**config.mk**
```make
export PLATFORM = sky130hd
export DESIGN_NAME = narrow2wide_packer
export DESIGN_NICKNAME = d
export VERILOG_FILES = /design/src/rtl/narrow2wide_packer.sv
export SDC_FILE = /design/constraint.sdc
export NUM_CORES = 1
export LEC_CHECK = 0
export ABC_AREA = 0
export CORE_MARGIN = 1.5
export CORE_UTILIZATION = 60
export DETAILED_ROUTE_END_ITERATION = 12
export PLACE_DENSITY = 0.84
export SLEW_MARGIN = 20
export SYNTH_ARGS = -nofsm -noshare
export SYNTH_HDL_FRONTEND = slang
export SYNTH_SLANG_ARGS = --single-unit
```
**constraint.sdc**
```tcl
create_clock -name clk_narrow -period 5.55 [get_ports clk_narrow]
set_clock_uncertainty 0.2 [all_clocks]
set_input_delay 1.11 -clock clk_narrow [delete_from_list [all_inputs] [get_ports clk_narrow]]
set_output_delay 1.11 -clock clk_narrow [all_outputs]
set_load 0.01 [all_outputs]
```
**src/rtl/narrow2wide_packer.sv**
```systemverilog
// Re-packs a low/high byte stream into 16-bit {hi,lo} words and queues them in a
// first-word-fall-through FIFO; flags framing errors and counts words lost to overflow.
module narrow2wide_packer #(
   parameter int DEPTH = 4,
   parameter int CNT_W = 8
) (
   input  logic                       clk_narrow,
   input  logic                       rst_narrow_n,
   input  logic [7:0]                 byte_in,
   input  logic                       byte_valid,
   input  logic                       byte_lo,
   output logic [15:0]                word_data,
   output logic                       word_valid,
   input  logic                       word_ready,
   output logic [$clog2(DEPTH):0]     fifo_level,
   output logic                       err_orphan,
   output logic                       err_resync,
   output logic                       overflow,
   output logic [CNT_W-1:0]           drop_cnt,
   input  logic                       drop_clr
);

   localparam int AW = (DEPTH > 1) ? $clog2(DEPTH) : 1;
   localparam int LW = $clog2(DEPTH) + 1;
   localparam logic [LW-1:0]    LVL_FULL = LW'(DEPTH);
   localparam logic [CNT_W-1:0] CNT_MAX  = '1;

   typedef enum logic {WAIT_LO, HAVE_LO} state_t;

   state_t                   state_q, state_d;
   logic [7:0]               lo_q, lo_d;
   logic [DEPTH-1:0][15:0]   mem_q;
   logic [AW-1:0]            wr_ptr_q, rd_ptr_q;
   logic [LW-1:0]            level_q, level_d;
   logic                     orphan_q, orphan_d;
   logic                     resync_q, resync_d;
   logic                     ovf_q, ovf_d;
   logic [CNT_W-1:0]         cnt_q, cnt_d;
   logic                     push, pop, accept, full;

   // Pairing FSM: only a valid high byte following a pending low byte forms a word.
   always_comb begin
      state_d  = state_q;
      lo_d     = lo_q;
      orphan_d = 1'b0;
      resync_d = 1'b0;
      push     = 1'b0;
      if (byte_valid) begin
         unique case (state_q)
            WAIT_LO: begin
               if (byte_lo) begin
                  lo_d    = byte_in;
                  state_d = HAVE_LO;
               end else begin
                  orphan_d = 1'b1;
               end
            end
            HAVE_LO: begin
               if (byte_lo) begin
                  lo_d     = byte_in;
                  resync_d = 1'b1;
               end else begin
                  push    = 1'b1;
                  state_d = WAIT_LO;
               end
            end
            default: state_d = WAIT_LO;
         endcase
      end
   end

   // A full FIFO still takes the word when the head leaves in the same cycle.
   always_comb begin
      full    = (level_q == LVL_FULL);
      pop     = (level_q != '0) && word_ready;
      accept  = push && (!full || pop);
      ovf_d   = push && full && !pop;
      level_d = level_q + LW'(accept) - LW'(pop);
      cnt_d   = cnt_q;
      if (drop_clr)
         cnt_d = '0;
      else if (ovf_d && cnt_q != CNT_MAX)
         cnt_d = cnt_q + 1'b1;
   end

   always_ff @(posedge clk_narrow or negedge rst_narrow_n) begin
      if (!rst_narrow_n) begin
         state_q  <= WAIT_LO;
         lo_q     <= '0;
         mem_q    <= '0;
         wr_ptr_q <= '0;
         rd_ptr_q <= '0;
         level_q  <= '0;
         orphan_q <= 1'b0;
         resync_q <= 1'b0;
         ovf_q    <= 1'b0;
         cnt_q    <= '0;
      end else begin
         state_q  <= state_d;
         lo_q     <= lo_d;
         level_q  <= level_d;
         orphan_q <= orphan_d;
         resync_q <= resync_d;
         ovf_q    <= ovf_d;
         cnt_q    <= cnt_d;
         if (accept) begin
            mem_q[wr_ptr_q] <= {byte_in, lo_q};
            wr_ptr_q        <= wr_ptr_q + AW'(1);
         end
         if (pop)
            rd_ptr_q <= rd_ptr_q + AW'(1);
      end
   end

   assign word_data  = mem_q[rd_ptr_q];
   assign word_valid = (level_q != '0);
   assign fifo_level = level_q;
   assign err_orphan = orphan_q;
   assign err_resync = resync_q;
   assign overflow   = ovf_q;
   assign drop_cnt   = cnt_q;

endmodule

```
Word level (Yosys, flattened, before mapping)
Index checks and enable logic that the tools add are counted.

operators by class
  add/sub/neg operators = 5
  multiply operators = 0
  divide/modulo/power cells = 0
  magnitude comparators = 3
  eq/ne operators = 2
  shift operators = 0
  mux-type cells = 16
  bitwise logic cells = 0
  reductions and logical operators = 12

operator list
  operator               number
  $bwmux W64             1
  $bmux W16 S2           1
  $demux W16 S2          1
  $mux W16               2
  $mux W8                3
  $add A8 B1 Y8 const B  1
  $mux W1                8
  $ne A8 B8 Y1 const B   1
  $logic_and A1 B1 Y1    6
  $lt A2 B3 Y1 const B   2
  $add A2 B1 Y2 const B  2
  $add A3 B1 Y3          1
  $eq A3 B3 Y1 const B   1
  $reduce_bool A3 Y1     1
  $sub A3 B1 Y3          1
  $ge A2 B1 Y1 const B   1
  $logic_not A1 Y1       2
  $reduce_and A2 Y1      1
  $reduce_bool A2 Y1     1
  $logic_or A1 B1 Y1     1

word-level totals
  bits in registers = 91
  bits in latches = 0
  bits in writable memories = 0
  ROM bits = 0
  bits of input ports = 14
  output and inout bits = 31
  logic and storage cells = 51
  memories kept = 0

Logic depth before layout (Yosys ltp)
Gate-level depths: netlist of the first run.

  depth in word-level cells = 8
  depth in mapped cells = 11

Least setup slack after synthesis of the first run
OpenSTA, ideal clock, no wires.

  path type = input -> register
  start point = input byte_lo
  end point = register level_q[2] (netlist: fifo_level[2])
  setup time = 126 ps
  arrival time = 2908 ps
  required time = 5224 ps
  slack = 2316 ps
  stages = 11
  path through = and3b_2 -> nor2b_2 -> buf_6 -> inv_1 -> ha_1 -> inv_1 -> ha_1 -> inv_1 -> fa_1 -> xnor2_1 -> xnor2_1

on the way
  cells in the longest elaborated chain, start to end = 6

RTL lines
  item                  RTL line  text
  from (decl)           11        input logic byte_lo,
  $mux W1               59        if (byte_lo) begin
  $mux W1               49        unique case (state_q)
  $mux W1               48        if (byte_valid) begin
  $logic_and A1 B1 Y1   76        accept = push && (!full || pop);
  $add A3 B1 Y3         78        level_d = level_q + LW'(accept) - LW'(pop);
  $sub A3 B1 Y3         78
  net level_d[2]        34        logic [LW-1:0] level_q, level_d;
  to (signal assigned)  101       level_q <= level_d;
  to (decl)             34

The timed path passes the listed nets, and every way through them passes these cells.
A chain may end at the register's enable or synchronous reset.

Worst setup path after layout of the first run
  start point = register rd_ptr_q[0]
  end point = output word_data[6]

on the way
  cells in the longest elaborated chain, start to end = 2

RTL lines
  item                            RTL line  text
  from (decl)                     33        logic [AW-1:0] wr_ptr_q, rd_ptr_q;
  from (signal assigned)          111       rd_ptr_q <= rd_ptr_q + AW'(1);
  $bmux W16 S2                    115       assign word_data = mem_q[rd_ptr_q];
  $mux W16 (implied by the code)  115
  to (decl)                       12        output logic [15:0] word_data,

Every way passes these cells. The select of a mux whose other input is x is not followed.

==> flow_results.org, run 1 <==
** Run status
- The flow ran to the end, and the final reports show no timing, DRC or antenna violations.

** Global route
- Total global routing overflow :: 0
- Via count of the first global-routing pass :: 2479
- Entering global routing, the biggest net connects 58 pins.
- The first global-routing pass estimated 12.60 mm of wire.
- The number of antenna violations at the first check in global routing came to 0.
- Tot GR Track Use :: 22.21%

** STA
- The worst path in the final design needs a cycle of 3.818 ns, including I/O delays and setup.
- Sum of negative setup slack :: 0 ns
- Maximum clock frequency :: 261.9 MHz
- On the final layout, the worst hold slack is 0.2902 ns.
- Period utilisation layout :: 68.80%
- Max-slew violation count :: 0
- Setup repair after global routing left no endpoint under its margin.
- At the pin with the least slew margin, the transition time is 0.8446 ns.
- The final hold violation count is 0.
- Number of setup violations in the final report :: 0
- Setup slack on the critical path of the routed design comes to 1.732 ns.
- The worst pin sits at a relative slew slack of 43.70%.

** Power and ir drop
- Peak ir drop on the vdd network :: 0.3371 mV
- The internal power of the cells totals 1.807 mW.
- Net switching is 30.44% of the power.
- Combinational cell fraction of total power :: 39.8%
- After layout, the design draws a total of 2.598 mW.
- The clock network is responsible for 16.5% of the overall power.
- Part of the power in registers :: 43.7%
- Summed over all nets, the switching power comes to 0.7908 mW.
- Leakage dissipation :: 2.257 nW
- Power density cells :: 527.6 nW/um^2

** Floorplan
- For this configuration, the core starts out at a cell density of 62.14%.
- Row generation in the floorplan step produced 30 rows.
- In this run the count of I/O pins placed on the die edge is 45.
- The core region is 6832 um^2.
- Die Height :: 87.12 um
- From left edge to right edge, the die measures 87.12 um.
- The die covers 7589 um^2.

** Critical path
- Biggest fanout along the worst timing path :: 11
- Together, buffers and inverters on the worst path number 2.
- Largest stage delay on the critical path :: 0.79 ns
- Across all register-to-register paths, the minimum setup slack is 2.81 ns.
- The worst setup path is captured at a primary output.
- WP data arrival :: 2.51 ns
- Cell chain of the critical path :: buf_4, mux4_2, clkdlybuf4s50_1
- Element type at the critical path start :: register
- Cell with the largest stage delay on the worst path :: dfrtp_1
- Setup Crit Path Kind :: register to primary output
- For the worst setup path, the data required time is 4.24 ns.
- Cell family with the largest share of critical-path delay :: buffers and inverters

** Place
- The congestion estimate from routability-driven global placement came to 0.7051.
- Sum of net half-perimeters after detailed placement :: 4.864 mm
- Setup slack after placement :: 1.676 ns
- Total instance count after detailed placement :: 389
- Buffers placed on the I/O ports in this run total 44.

** CTS
- CTS resizes :: 0
- Maximum level of the CTS H-tree :: 3
- TritonCTS built the clock tree.
- Cell chosen for the clock root :: clkbuf_8
- The clock passes through at most 2 buffers.
- Hold bufs inserted after CTS :: 0
- CTS saw 91 sinks.
- Number of post-CTS setup repair buffers :: 0
- Clock-pin slew was measured on the worst setup and hold paths at 0.10 ns.
- Later-pin clock latency in the skew report :: 0.36 ns
- Counting the buffers created by CTS gives 9.

** Synth
- Cells taking the most area after synthesis :: dfrtp_1 54%, mux2_4 14%, mux2_2 8.5%
- Of the synthesized area, sequential elements account for 53.64%.
- Summing every instance area after synthesis gives 4245 um^2.
- Most used flip-flop cell after synthesis :: dfrtp_1
- Synthesis produced a netlist whose cell count is 256.
- Synthesis inferred 91 register bits.
- The synthesized design contains 0 enable-type register cells.
- The number of different library cells used by synthesis comes to 36.
- Synthesis warning total :: 0
- The number of nets handed over by synthesis was 278.
- Async set-reset flop share out of synthesis :: 100.0%
- Area share of the largest cell type after synthesis :: 53.64%
- dfrtp_1 takes more of the synthesized area than any other cell.
- Average cell area after synthesis :: 16.58 um^2

** Route
- In the final routed layout, each cell accounts on average for 18.42 um.
- The first detailed-routing pass took 4 iterations.
- The routed design has 7.462 mm of wire.
- The detail route stage leaves a number of antenna-violating nets equal to 0.
- For this block, the initial DRC count from the detailed router was 94.
- Via density :: 5.526
- Summing over every cut layer, the via total after detailed routing is 2238.
- Detailed-route DRC error count :: 0

** Job
- Maximum capacitance violations :: 0

** Cells and area
- Final cell count without fillers :: 405
- Cells with a size suffix above 1 make up 38.51% of the layout.
- Most common cell after layout, fill and taps aside :: dfrtp_1
- Top library cells by usage in the layout, fill and taps aside :: 91 x dfrtp_1, 43 x clkdlybuf4s50_1, 40 x mux2_4, 32 x mux2_2, 16 x mux4_2
- After the last flow step, the layout net total stands at 326.
- Compared with the post-synthesis result, the final layout area differs by 15.97%.
- Inserted Diodes :: 0

** Min path
- Hold WC Path Type :: register to register
power groups by stage:
stage / Clock (mW) / Combinational (mW) / Sequential [mW]
2_1_floorplan: 0 / 0.742 / 1.05
3_3_place_gp: 0 / 1.02 / 1.13
3_5_place_dp: 0 / 1.04 / 1.15
4_1_cts: 0.441 / 1.05 / 1.13
5_1_grt: 0.470 / 1.11 / 1.17
6_report: 0.429 / 1.03 / 1.13
worst reg2reg max path, delay by kind of cell, from the launching register on:
kind,cells,cell delay [ns]
fa+ha+maj,3,0.71
xor+xnor,2,0.28
flops,1,0.48
buf+inv,4,0.39
simple gates,2,0.56
layer usage:
layer | up-vias | track usage [%] | wire, um
met5 | - | 0 | 0
met4 | 0 | 9.091 | 123
met3 | 11 | 3.412 | 256
met2 | 51 | 35.24 | 3665
met1 | 1152 | 30.96 | 3416
li1 | 1024 | - | -
cells by family (layout without fill, tap and decap cells):
kind of cell    after synthesis  count (layout)  synth area share, %
flops                        91              91                53.64
mux                          89              89                31.36
compound gates               13              13                2.299
fa+ha+maj                     8               8                2.535
simple gates                 30              30                5.718
buf+inv                      17              70                2.800
xor+xnor                      8               8                1.650
registers in the layout (all words and copies together) (netlist names):
name	flops
wr_ptr_q	2
err_orphan	1
state_q	1
drop_cnt	8
lo_q	8
err_resync	1
mem_q	64
overflow	1
rd_ptr_q	2
fifo_level	3
Yosys cell counts (all sizes together), types with 2 or more instances:
cell type,count
clkbuf,2
or3,4
nor2,5
mux4,16
xnor2,4
nand3,3
and2,2
nand2,9
o21ai,5
dfrtp,91
ha,7
xor2,4
a21oi,4
o2111ai,2
buf,8
inv,7
mux2,72
final timing paths:
path	cells after the start	to	start
setup / recovery	3	word_data[6]	rd_ptr_q[0]
hold / removal	1	err_orphan	state_q
setup reg to reg	11	fifo_level[2]	fifo_level[1]
hold reg to reg	1	err_orphan	state_q
max in group asynchronous	2	mem_q[39]	rst_narrow_n
min in group asynchronous	1	mem_q[36]	rst_narrow_n
final cells by class:
class,instances,area [um^2]
inverter,7,26.28
clock buffer,9,123.9
multi-input combinational,148,1849
tap,96,120.1
timing repair buffer,47,460.4
clock inverter,7,66.31
fill,462,1908
sequential,91,2277
metrics by stage:
step	cell area (um^2)	util, %
floorplan	4245	-
CTS	4923	72.07
global placement	4733	69.29
global route	4923	72.07
finish	4923	72.07
detailed placement	4733	69.29
No activity file was read; power rests on OpenSTA's default activity.
==> run 2, diff against run 1 <==
--- a/config.mk
+++ b/config.mk
@@ -7,9 +7,9 @@
 export LEC_CHECK = 0
 export ABC_AREA = 0
 export CORE_MARGIN = 1.5
-export CORE_UTILIZATION = 60
+export CORE_UTILIZATION = 51
 export DETAILED_ROUTE_END_ITERATION = 12
-export PLACE_DENSITY = 0.84
+export PLACE_DENSITY = 0.76
 export SLEW_MARGIN = 20
 export SYNTH_ARGS = -nofsm -noshare
 export SYNTH_HDL_FRONTEND = slang
==> constraint.sdc (replaced) <==
create_clock -name clk_narrow -period 3.3 [get_ports clk_narrow]
set_clock_uncertainty 0.2 [all_clocks]
set_input_delay 0.66 -clock clk_narrow [delete_from_list [all_inputs] [get_ports clk_narrow]]
set_output_delay 0.66 -clock clk_narrow [all_outputs]
set_load 0.01 [all_outputs]
==> flow_results.org, run 2 (synthesized netlist as in run 1, its figures left out) <==
** Critical path
- The slowest stage of the critical path belongs to the cell mux4_2.
- The kind of cell with the highest combined delay along the critical path is buffers and inverters.
- Required time at the worst-slack endpoint :: 2.44 ns (-1.80 ns)
- The worst setup path is launched from a register.
- Setup Crit Path Kind :: register to primary output
- Buf/Inv on CP :: 2 (unchanged)
- Cell chain of the critical path :: buf_12, mux4_2, clkdlybuf4s50_1
- The maximum fanout count along the critical path came to 16 (+5).
- The worst endpoint data arrival time is 2.02 ns (-0.49 ns).
- The biggest cell delay along the critical path came to 0.53 ns (-0.26 ns).
- STA classifies the critical path endpoint as a primary output.

** Place
- Sum of net half-perimeters after detailed placement :: 4.838 mm (-0.54%)
- The count of buffers inserted at the top-level ports is 44 (unchanged).
- The final estimated routing congestion in global placement came to 0.7232 (+2.6%).

** Route
- Antenna Nets Post-Route :: 0 (unchanged)
- Via density :: 5.458 (-1.2%)
- WL final :: 7.438 mm (-0.32%)
- The count of TritonRoute iterations in the first routing pass came to 4 (unchanged).
- Detailed-route DRC error count :: 0 (unchanged)
- Number of vias after detailed routing :: 2265 (+1.2%)
- Number of design-rule violations left by the first detailed-router iteration :: 49 (-48%)
- The average routed wire per standard cell was 17.92 um (-2.7%).

** Min path
- The min-delay analysis places its worst path in the category primary input to async pin.

** STA
- Hold Vio Cnt, Final :: 0 (unchanged)
- The relative slew slack came to 52.98% (+9.3 points).
- Final critical delay including setup and external delays :: 2.881 ns
- The final-layout setup total negative slack was 0 ns (unchanged).
- Maximum clock frequency :: 347.1 MHz
- The number of setup violations in the final report came to 0 (unchanged).
- Setup repair after global routing left no endpoint under its margin.
- The number of pins with negative max-slew slack in the final report is 0 (unchanged).
- Slew at the pin closest to its max-slew limit :: 0.7053 ns (-0.1392 ns)
- Period utilisation layout :: 87.31%

** Floorplan
- The effective utilization at floorplan is 52.19% (-10 points).
- The area enclosed by the die boundary is 8880 um^2 (+17%).
- Die Height :: 94.24 um (+8.2%)
- Core area :: 8134 um^2 (+19%)
- Cell row count :: 33 (+10%)
- Width of the die :: 94.24 um (+8.2%)
- The I/O pin total was 45 (unchanged).

** Global route
- Via count of the first global-routing pass :: 2420 (-2.4%)
- Total global routing overflow :: 0 (unchanged)
- Number of antenna violations at the first check in global routing :: 0 (unchanged)
- The first-pass GRT wire length is 12.45 mm (-1.2%).
- Tot GR Track Use :: 18.93% (-3.3 points)
- The largest net degree at the start of global routing came to 56 (-3.4%).

** Cells and area
- In the layout the commonest cells are 91 x dfrtp_1, 43 x clkdlybuf4s50_1, 40 x mux2_4, 32 x mux2_2, 16 x mux4_2.
- Inserted Diodes :: 0 (unchanged)
- The share of cells above drive strength 1 came to 38.39% (-0.12 points).
- Most common cell after layout, fill and taps aside :: dfrtp_1
- Max reg flops :: 64 (unchanged)
- Synthesis-to-finish area growth :: 16.77%
- Register name with the most flops :: mem_q
- The final-stage net count was 330 (+1.2%).

** Power and ir drop
- The switching part of the total is 28.44% (-2.0 points).
- Proportion of power drawn by the clock network :: 15.7% (-0.8 points)
- Net switching power figure :: 1.236 mW (+56%)
- Part of the power in registers :: 42.0% (-1.7 points)
- The total power of the final layout came to 4.345 mW (+67%).
- Internal power summed over all cells :: 3.110 mW (+72%)
- The power per cell area is 876.5 nW/um^2 (+66%).
- The share of total power in combinational logic was 42.3% (+2.5 points).
- The leakage power total was 2.267 nW (+0.44%).
- The worst vdd rail ir drop came to 0.4180 mV (+24%).

** CTS
- CTS resizes :: 0 (unchanged)
- Cell chosen for the clock root :: clkbuf_8
- CTS sink count :: 91 (unchanged)
- Maximum clock path buffer count :: 2 (unchanged)
- The number of buffers created by CTS is 9 (unchanged).
- The number of buffers added to fix hold violations after cts came to 0 (unchanged).
- Number of post-CTS setup repair buffers :: 0 (unchanged)
- TritonCTS clock tree :: built
- Clock edge transition at the registers on the reported setup and hold paths :: 0.08 ns (-0.02 ns)
- Later-pin clock latency in the skew report :: 0.34 ns (-0.02 ns)
- Maximum level of the CTS H-tree :: 3 (unchanged)

** Run status
- Status :: complete, no violations

** Job
- Maximum capacitance violations :: 0 (unchanged)
## run 2: cell types whose count changed in the layout (fill, tap and decap cells not counted), sizes merged
cell,previous run,this run
bufinv,0,1
clkinv,2,1
clkbuf,9,10
inv,12,7
clkinvlp,0,1
buf,4,8
## run 2: path summary, 6_finish.rpt
| check | start | slack [ns] | cells past startpoint | endpoint |
|---|---|---|---|---|
| worst max-delay path | rd_ptr_q[0] | 0.42 | 3 | word_data[7] |
| worst min-delay path | rst_narrow_n | 0.16 | 1 | mem_q[30] |
| worst max register to register | fifo_level[2] | 0.68 | 9 | fifo_level[2] |
| worst min register to register | rd_ptr_q[1] | 0.27 | 1 | rd_ptr_q[1] |
| max in group asynchronous | rst_narrow_n | 1.99 | 2 | mem_q[28] |
| min in group clk_narrow | rd_ptr_q[1] | 0.27 | 1 | rd_ptr_q[1] |
## run 2: power groups by stage
stage / clock, mW / combinational (mW) / sequential (mW)
after global routing: 0.762 / 1.98 / 1.88
after global placement: 0 / 1.82 / 1.83
final: 0.681 / 1.84 / 1.82
after CTS: 0.707 / 1.87 / 1.82
after detailed placement: 0 / 1.87 / 1.84
after floorplan: 0 / 1.25 / 1.76
## run 2: metrics by stage
stage | std cells | hold WS [ns] | setup WS, ns | utilization (%) | cell area [um^2]
floorplan | 256 | 0.1644 | 0.5158 | - | 4245
global placement | 402 | 0.2597 | 0.2197 | 58.85 | 4787
detailed placement | 402 | 0.2633 | 0.1707 | 58.85 | 4787
CTS | 415 | 0.1828 | 0.3834 | 60.94 | 4957
global route | 415 | 0.2024 | 0.3380 | 60.94 | 4957
finish | 415 | 0.1598 | 0.4187 | 60.94 | 4957
## run 2: per-layer routing
metal	routed length (um)	track usage (%)	vias to the layer above
li1	-	-	1027
met2	3520	28.84	39
met4	71	5.970	0
met3	276	4.773	7
met5	0	0	-
met1	3570	26.71	1192
## run 2: layout make-up
cell class	instances	area, um^2
Clock buffer	10	127.6
Fill cell	606	3177
Timing Repair Buffer	51	503.0
Clock inverter	3	42.54
Tap cell	105	131.4
Sequential cell	91	2277
Multi-Input combinational cell	148	1849
Inverter	7	26.28
==> run 3, diff against run 2 <==
--- a/config.mk
+++ b/config.mk
@@ -6,6 +6,7 @@
 export NUM_CORES = 1
 export LEC_CHECK = 0
 export ABC_AREA = 0
+export CAP_MARGIN = 10
 export CORE_MARGIN = 1.5
 export CORE_UTILIZATION = 51
 export DETAILED_ROUTE_END_ITERATION = 12
==> results of run 3 <==
The final DEF is identical to that of run 2; final timing and power are the same.
